===== config.mk =====
export PLATFORM = sky130hd
export DESIGN_NAME = control_unit
export DESIGN_NICKNAME = d
export VERILOG_FILES = /design/src/rtl/control_unit.sv
export SDC_FILE = /design/constraint.sdc
export NUM_CORES = 1
export LEC_CHECK = 0
export ABC_CLOCK_PERIOD_IN_PS = 1800
export CORE_AREA = 5 5 48 50
export DETAILED_ROUTE_END_ITERATION = 7
export DIE_AREA = 0 0 53 55
export GPL_ROUTABILITY_DRIVEN = 1
export GPL_TIMING_DRIVEN = 0
export PLACE_DENSITY_LB_ADDON = 0.25
export SYNTH_ARGS = -nofsm -noshare
export SYNTH_HDL_FRONTEND = slang
export SYNTH_SLANG_ARGS = --single-unit

===== constraint.sdc =====
create_clock -name clock -period 1.8 [get_ports clock]
set_clock_uncertainty 0.15 [all_clocks]
set_input_delay 0.36 -clock clock [delete_from_list [all_inputs] [get_ports clock]]
set_output_delay 0.36 -clock clock [all_outputs]
set_load 0.1 [all_outputs]

===== src/rtl/control_unit.sv =====
// Hardwired fetch/decode/execute sequencer for the accumulator datapath.
// Define CU_WAIT_STATE_EN to insert a WAIT cycle ahead of every IRAM/DRAM read state.
module control_unit (
  input  logic        clock,
  input  logic        reset,
  input  logic        start,
  input  logic [7:0]  ir_out,
  input  logic        z,
  output logic [15:0] control,
  output logic        halted,
  output logic        illegal,
  output logic [3:0]  state_o
);

  typedef enum logic [3:0] {
    IDLE   = 4'd0,
    FETCH  = 4'd1,
    DECODE = 4'd2,
    LD1    = 4'd3,
    LD2    = 4'd4,
    LD3    = 4'd5,
    ST1    = 4'd6,
    ST2    = 4'd7,
    ST3    = 4'd8,
    EXEC   = 4'd9,
    JMP    = 4'd10,
    WAIT   = 4'd11,
    HALT   = 4'd12
  } state_t;

  localparam logic [2:0] BUS_NONE = 3'd0;
  localparam logic [2:0] BUS_DR   = 3'd2;
  localparam logic [2:0] BUS_R    = 3'd3;
  localparam logic [2:0] BUS_AC   = 3'd4;
  localparam logic [2:0] BUS_DRAM = 3'd5;
  localparam logic [2:0] BUS_IRAM = 3'd6;

  localparam logic [1:0] ALU_ADD  = 2'b00;
  localparam logic [1:0] ALU_SUB  = 2'b01;
  localparam logic [1:0] ALU_PASS = 2'b10;
  localparam logic [1:0] ALU_INC  = 2'b11;

  localparam logic [7:0] OP_NOP  = 8'h00;
  localparam logic [7:0] OP_LDAC = 8'h01;
  localparam logic [7:0] OP_STAC = 8'h02;
  localparam logic [7:0] OP_MVAC = 8'h03;
  localparam logic [7:0] OP_MOVR = 8'h04;
  localparam logic [7:0] OP_ADD  = 8'h05;
  localparam logic [7:0] OP_SUB  = 8'h06;
  localparam logic [7:0] OP_INAC = 8'h07;
  localparam logic [7:0] OP_JUMP = 8'h08;
  localparam logic [7:0] OP_JMPZ = 8'h09;
  localparam logic [7:0] OP_HALT = 8'hFF;

  state_t state_q, state_d, nxt;
  logic   illegal_q, illegal_d;
`ifdef CU_WAIT_STATE_EN
  state_t tgt_q, tgt_d;
`endif

  logic [2:0] bus;
  logic [1:0] alu_op;
  logic       r_ld, ar_ld, dr_ld, ac_ld, pc_ld, pc_inc, ir_ld, dram_wr;

  always_comb begin
    nxt       = state_q;
    illegal_d = 1'b0;
    bus       = BUS_NONE;
    alu_op    = ALU_ADD;
    r_ld      = 1'b0;
    ar_ld     = 1'b0;
    dr_ld     = 1'b0;
    ac_ld     = 1'b0;
    pc_ld     = 1'b0;
    pc_inc    = 1'b0;
    ir_ld     = 1'b0;
    dram_wr   = 1'b0;
    case (state_q)
      IDLE: if (start) nxt = FETCH;
      FETCH: begin
        // AR also captures the opcode word; LD1/ST1 overwrite it before any use.
        bus    = BUS_IRAM;
        ir_ld  = 1'b1;
        ar_ld  = 1'b1;
        pc_inc = 1'b1;
        nxt    = DECODE;
      end
      DECODE: begin
        case (ir_out)
          OP_NOP:  nxt = FETCH;
          OP_LDAC: nxt = LD1;
          OP_STAC: nxt = ST1;
          OP_MVAC, OP_MOVR, OP_ADD, OP_SUB, OP_INAC: nxt = EXEC;
          OP_JUMP, OP_JMPZ: nxt = JMP;
          OP_HALT: nxt = HALT;
          default: begin
            illegal_d = 1'b1;
            nxt       = FETCH;
          end
        endcase
      end
      LD1, ST1: begin
        bus    = BUS_IRAM;
        ar_ld  = 1'b1;
        pc_inc = 1'b1;
        nxt    = (state_q == LD1) ? LD2 : ST2;
      end
      LD2: begin
        bus   = BUS_DRAM;
        dr_ld = 1'b1;
        nxt   = LD3;
      end
      LD3: begin
        bus    = BUS_DR;
        alu_op = ALU_PASS;
        ac_ld  = 1'b1;
        nxt    = FETCH;
      end
      ST2: begin
        bus   = BUS_AC;
        dr_ld = 1'b1;
        nxt   = ST3;
      end
      ST3: begin
        bus     = BUS_DR;
        dram_wr = 1'b1;
        nxt     = FETCH;
      end
      EXEC: begin
        case (ir_out)
          OP_MVAC: begin bus = BUS_AC; r_ld = 1'b1; end
          OP_MOVR: begin bus = BUS_R; alu_op = ALU_PASS; ac_ld = 1'b1; end
          OP_ADD:  begin bus = BUS_R; alu_op = ALU_ADD;  ac_ld = 1'b1; end
          OP_SUB:  begin bus = BUS_R; alu_op = ALU_SUB;  ac_ld = 1'b1; end
          OP_INAC: begin alu_op = ALU_INC; ac_ld = 1'b1; end
          default: ;
        endcase
        nxt = FETCH;
      end
      JMP: begin
        // Not-taken JMPZ steps PC past the operand word instead of loading it.
        if (ir_out == OP_JUMP || z) begin
          bus   = BUS_IRAM;
          pc_ld = 1'b1;
        end else begin
          pc_inc = 1'b1;
        end
        nxt = FETCH;
      end
`ifdef CU_WAIT_STATE_EN
      WAIT: nxt = tgt_q;
`else
      WAIT: nxt = IDLE;
`endif
      HALT: nxt = HALT;
      default: nxt = IDLE;
    endcase

    state_d = nxt;
`ifdef CU_WAIT_STATE_EN
    tgt_d = tgt_q;
    if (state_q != WAIT &&
        (nxt == FETCH || nxt == LD1 || nxt == LD2 || nxt == ST1 || nxt == JMP)) begin
      state_d = WAIT;
      tgt_d   = nxt;
    end
`endif
  end

  always_ff @(posedge clock or posedge reset) begin
    if (reset) begin
      state_q   <= IDLE;
      illegal_q <= 1'b0;
`ifdef CU_WAIT_STATE_EN
      tgt_q     <= IDLE;
`endif
    end else begin
      state_q   <= state_d;
      illegal_q <= illegal_d;
`ifdef CU_WAIT_STATE_EN
      tgt_q     <= tgt_d;
`endif
    end
  end

  assign control = {3'b000, dram_wr, alu_op, ir_ld, pc_inc, pc_ld, ac_ld,
                    dr_ld, ar_ld, r_ld, bus};
  assign halted  = (state_q == HALT);
  assign illegal = illegal_q;
  assign state_o = state_q;

endmodule


==> flow_metrics.tcl, run 1 <==
set metrics [dict create \
    vias 945 \
    cap_violations 0 \
    cts_buffers 3 \
    slew_viol_final 0 \
    hold_viol 0 \
    final.setup.worst_slack_ps -508 \
    synth.avg_cell_area_um2 7.37 \
    h-tree-depth 1 \
    die_area_um2 2920 \
    cts.sink_count 5 \
    ys_seq_area_share_pct 18.1 \
    drtAntennaViolNets 0 \
    mostFrequentLayoutCells "20 x buf_4, 14 x buf_12, 11 x buf_6" \
    cts_tree "built" \
    die_w_um 53 \
    period_share_pct 128 \
    clk_latency_ps 250 \
    r2r-end "state_o[3]$_DFFE_PP0P_" \
    synth_top_family_by_area "simple AND/OR/NAND/NOR gates" \
    first_pass_iters 4 \
    gr-total-overflow 0 \
    arrival_ps 1800 \
    synth-xor-area-share_pct 1.26 \
    finalNetCount 158 \
    drt-total-wl_um 2800 \
    area_delta_synth_final_pct 120 \
    ys_seq_elements 5 \
    synth_cell_types 39 \
    grt_max_degree 11 \
    portBuffers 29 \
    grt_pass1_vias 819 \
    clkTransAtPathRegs_ps 50 \
    drive_above_1_share_pct 62.1 \
    synth.mux.area_fraction_pct 3.07 \
    synth_compound_area_share_pct 23.3 \
    drc 0 \
    clk_path_buf_depth 2 \
    worst_slew_pin_slew_ps 954 \
    ctsHoldBuffers 0 \
    syn_area_um2 693 \
    failed_checks "negative setup slack" \
    rsz0062_at_grt "true" \
    grt_antenna_before_repair 0 \
    antenna_cells 0 \
    yosys_warnings 0 \
    crit_type "reg2out" \
    dp_slack_ps -1710 \
    fmax_mhz 433 \
    netlist_instances 94 \
    rrSetupSlack_ps 70 \
    cp_max_fo 6 \
    critPathCaptureType "output port" \
    track_usage_pct 16.3 \
    whs_ps 154 \
    dpl.hpwl_um 1550 \
    core-area_um2 1860 \
    yosys.area_share.simple_pct 34.8 \
    die_h_um 55 \
    cts_root_buf "clkbuf_4" \
    worstHoldPathType "in2async" \
    grt_pass1_wl_um 3470 \
    initial_utilization_pct 37.2 \
    cp-start-kind "register" \
    outcome "finished, violations left" \
    post_drt_wl_per_cell_um 16.3 \
    r2r_cells 6 \
    layout_commonest_cell "buf_4" \
    yosys.area_share.adder_pct 0 \
    final.min_clock_period_ps 2310 \
    drt_iter0_drc 21 \
    vias_per_cell 5.49 \
    cp.required_ps 1290 \
    io_pins 34 \
    max-slew-margin-rel_pct 36.7 \
    setup_violations 15 \
    reg2reg_from "state_o[0]$_DFFE_PP0P_" \
    num_rows 16 \
    gp_congestion 0.822 \
]
## Yosys cell counts (all sizes together)
master	n	area share, %
a211o	1	1.4
nor3	7	5.1
and4	1	1.3
a211oi	1	1.1
o32ai	1	1.3
inv	5	2.7
a2111o	1	1.6
mux2i	1	1.4
a31oi	2	1.8
nand4	2	1.8
a41o	1	1.4
nor4	2	4.0
conb	1	0.54
o21a	1	1.1
a21oi	5	3.6
buf	16	16
a221oi	1	2.2
dfrtp	5	18
xnor2	1	1.3
nand3	5	3.6
nand2	2	1.1
o211ai	1	1.1
mux2	1	1.6
nor2b	4	4.7
a21o	1	1.1
and2b	1	1.1
and3	1	0.90
a2bb2oi	1	1.3
a311o	1	1.4
o21ai	4	2.9
nor2	12	6.9
nand2b	5	4.5
## worst max path at each step
stage                           start          to  cells after the start
2_1_floorplan  state_o[2]$_DFFE_PP0P_  control[1]                      4
3_3_place_gp                ir_out[4]  control[2]                      6
3_5_place_dp                ir_out[4]  control[2]                      6
4_1_cts        state_o[0]$_DFFE_PP0P_  control[2]                      5
5_1_grt        state_o[1]$_DFFE_PP0P_  control[1]                      5
6_report       state_o[0]$_DFFE_PP0P_  control[2]                      6
## state kept, by name (all words and copies together) (netlist names)
| signal | cells |
|---|---|
| illegal | 1 |
| state_o | 4 |
## metrics by stage
| step | cells | setup TNS, ps | cell area, um^2 | util (%) |
|---|---|---|---|---|
| 2_1_floorplan | 96 | -6480 | 842 | - |
| 3_3_place_gp | 152 | -20270 | 1170 | 62.6 |
| 3_5_place_dp | 152 | -20740 | 1170 | 62.6 |
| 4_1_cts | 162 | -5160 | 1310 | 70.5 |
| 5_1_grt | 172 | -6380 | 1530 | 82.1 |
| 6_report | 172 | -5350 | 1530 | 82.1 |
## layout make-up
cell class                 count  area (um^2)
buffer                        14          164
clock buffer                   4         26.3
inverter                       5         18.8
multi-input combinational     70          622
tap                           27         33.8
fill                         110          334
timing repair buffer          47          523
sequential                     5          140
## critical path, cell delays in order (launching register included)
cell and delay [ps]:
dfrtp_4 520, nand2b_4 110, nor3_4 60, buf_4 140, and3_4 150, a2111o_2 390
buf_12 180
## per-layer routing
metal | wire length, um | vias to the layer above | GRT usage, % | part of all wire, %
met5 | 0 | - | 0 | 0
met3 | 155 | 12 | 4.56 | 5.5
li1 | - | 431 | - | -
met4 | 116 | 0 | 5.11 | 4.1
met2 | 1520 | 53 | 31.2 | 54
met1 | 1010 | 449 | 17.3 | 36
## logic make-up after synthesis
| group | Yosys count |
|---|---|
| AND/OR/NAND/NOR | 42 |
| AO/OA/AOI/OAI | 22 |
| buffers and inverters | 21 |
| flip-flops | 5 |
| multiplexers | 2 |
| XOR/XNOR | 1 |
| other | 1 |
## timing repair
| item | CTS | global route |
|---|---|---|
| resized for setup | 145 | 43 |
| endpoints found under the setup margin | 21 | 17 |
| gates cloned | 0 | 0 |
| pin swaps | 5 | 7 |
| buffers inserted | 7 | 11 |
| hold endpoints to repair | 0 | 0 |
Power of run 1 is not shown: default switching activity piles up to over one toggle a cycle in this logic, so the estimate is an artifact.
==> run 2: changes to the inputs <==
--- a/config.mk
+++ b/config.mk
@@ -15,3 +15,4 @@
 export SYNTH_ARGS = -nofsm -noshare
 export SYNTH_HDL_FRONTEND = slang
 export SYNTH_SLANG_ARGS = --single-unit
+export TNS_END_PERCENT = 20
==> flow_metrics.tcl, run 2 (synthesis gave the netlist of run 1 again) <==
set metrics [dict create \
    outcome "finished, violations left" \
    failed_checks "negative setup slack" \
    seq_area_um2 140 \
    max-slew-margin-rel_pct 37.0 \
    die_h_um 55 \
    cp_max_fo 7 \
    fmax_mhz 447 \
    post_drt_wl_per_cell_um 14.1 \
    setup_violations 15 \
    clk_latency_ps 240 \
    fin_area_um2 1270 \
    final.min_clock_period_ps 2240 \
    track_usage_pct 17.1 \
    ctsHoldBuffers 0 \
    grt_pass1_wl_um 3640 \
    clk_path_buf_depth 2 \
    worst_slew_pin_slew_ps 948 \
    gr-total-overflow 0 \
    drive_above_1_share_pct 53.0 \
    vias 824 \
    rrSetupSlack_ps 200 \
    die_area_um2 2920 \
    layout_commonest_cell "buf_4" \
    die_w_um 53 \
    mostFrequentLayoutCells "16 x buf_4, 9 x nor2_1, 9 x buf_12" \
    dpl.hpwl_um 1540 \
    initial_utilization_pct 37.2 \
    multi_input_area_um2 529 \
    portBuffers 29 \
    period_share_pct 124 \
    dp_slack_ps -1660 \
    grt_max_degree 11 \
    drt-total-wl_um 2280 \
    cts.sink_count 5 \
    slew_viol_final 0 \
    final.setup.worst_slack_ps -437 \
    cap_violations 0 \
    cp.required_ps 1290 \
    largest_reg_flops 4 \
    crit_type "in2out" \
    cts_root_buf "clkbuf_4" \
    critPathCaptureType "output port" \
    vias_per_cell 5.12 \
    cts_buffers 3 \
    drc 0 \
    arrival_ps 1730 \
    worstHoldPathType "in2async" \
    num_rows 16 \
    finalNetCount 147 \
    grt_antenna_before_repair 0 \
    fillers 159 \
    whs_ps 164 \
    clkTransAtPathRegs_ps 40 \
    drtAntennaViolNets 0 \
    rsz0062_at_grt "true" \
    h-tree-depth 1 \
    hold_viol 0 \
    core-area_um2 1860 \
    first_pass_iters 6 \
    gp_congestion 0.822 \
    placed_cell_area_um2 1080 \
    area_delta_synth_final_pct 83.9 \
    cp-start-kind "input port" \
    antenna_cells 0 \
    grt_pass1_vias 812 \
    io_pins 34 \
    cts_tree "built" \
    drt_iter0_drc 27 \
]
==> run 2: what timing repair did <==
item	in CTS	in global routing
cloned	0	0
resized for setup	154	15
setup endpoints to repair	20	17
setup buffers	5	0
pin swaps	7	1
==> run 2: cell type report <==
cell class,count,area share [%]
sequential,5,11.0
tap,27,2.65
timing repair buffer,34,30.9
inverter,5,1.47
multi-input combinational,70,41.5
buffer,16,10.4
clock buffer,4,2.06
==> run 2: layer usage <==
layer	track usage [%]	up-vias	routed length, um
li1	-	403	-
met1	18.9	380	885
met2	34.1	41	1270
met3	2.41	0	122
met4	3.83	0	0
met5	0	-	0
==> run 2: per-stage QoR <==
step	utilization [%]	TNS [ps]	cells
after floorplan	-	-8900	96
after global placement	57.9	-20320	152
after detailed placement	57.9	-20720	152
after CTS	68.1	-5030	161
after global routing	68.5	-5320	161
final	68.5	-4360	161
==> run 2: worst max-delay path: stages <==
cell and delay (ps):
dlygate4sd2_1 320, a41o_1 290, nor2b_4 150, a2111o_1 420, buf_12 180
==> run 2: worst paths after layout <==
kind,start,end,depth (start not counted)
min in group clock,ir_out[1],state_o[1]$_DFFE_PP0P_,4
setup / recovery,ir_out[3],control[2],5
hold / removal,reset,state_o[0]$_DFFE_PP0P_,2
max in group asynchronous,reset,state_o[3]$_DFFE_PP0P_,2
setup reg to reg,state_o[3]$_DFFE_PP0P_,state_o[0]$_DFFE_PP0P_,5
hold reg to reg,state_o[0]$_DFFE_PP0P_,illegal$_DFF_PP0_,3
Power of run 2 is left out for the same reason.
==> run 3: changes to the inputs <==
--- a/config.mk
+++ b/config.mk
@@ -7,6 +7,7 @@
 export LEC_CHECK = 0
 export ABC_CLOCK_PERIOD_IN_PS = 1800
 export CORE_AREA = 5 5 48 50
+export CTS_CLUSTER_SIZE = 40
 export DETAILED_ROUTE_END_ITERATION = 7
 export DIE_AREA = 0 0 53 55
 export GPL_ROUTABILITY_DRIVEN = 1
==> results of run 3 <==
Same layout as run 2: the final DEF is identical, and so are final timing and power.
Power of run 3 is left out for the same reason.
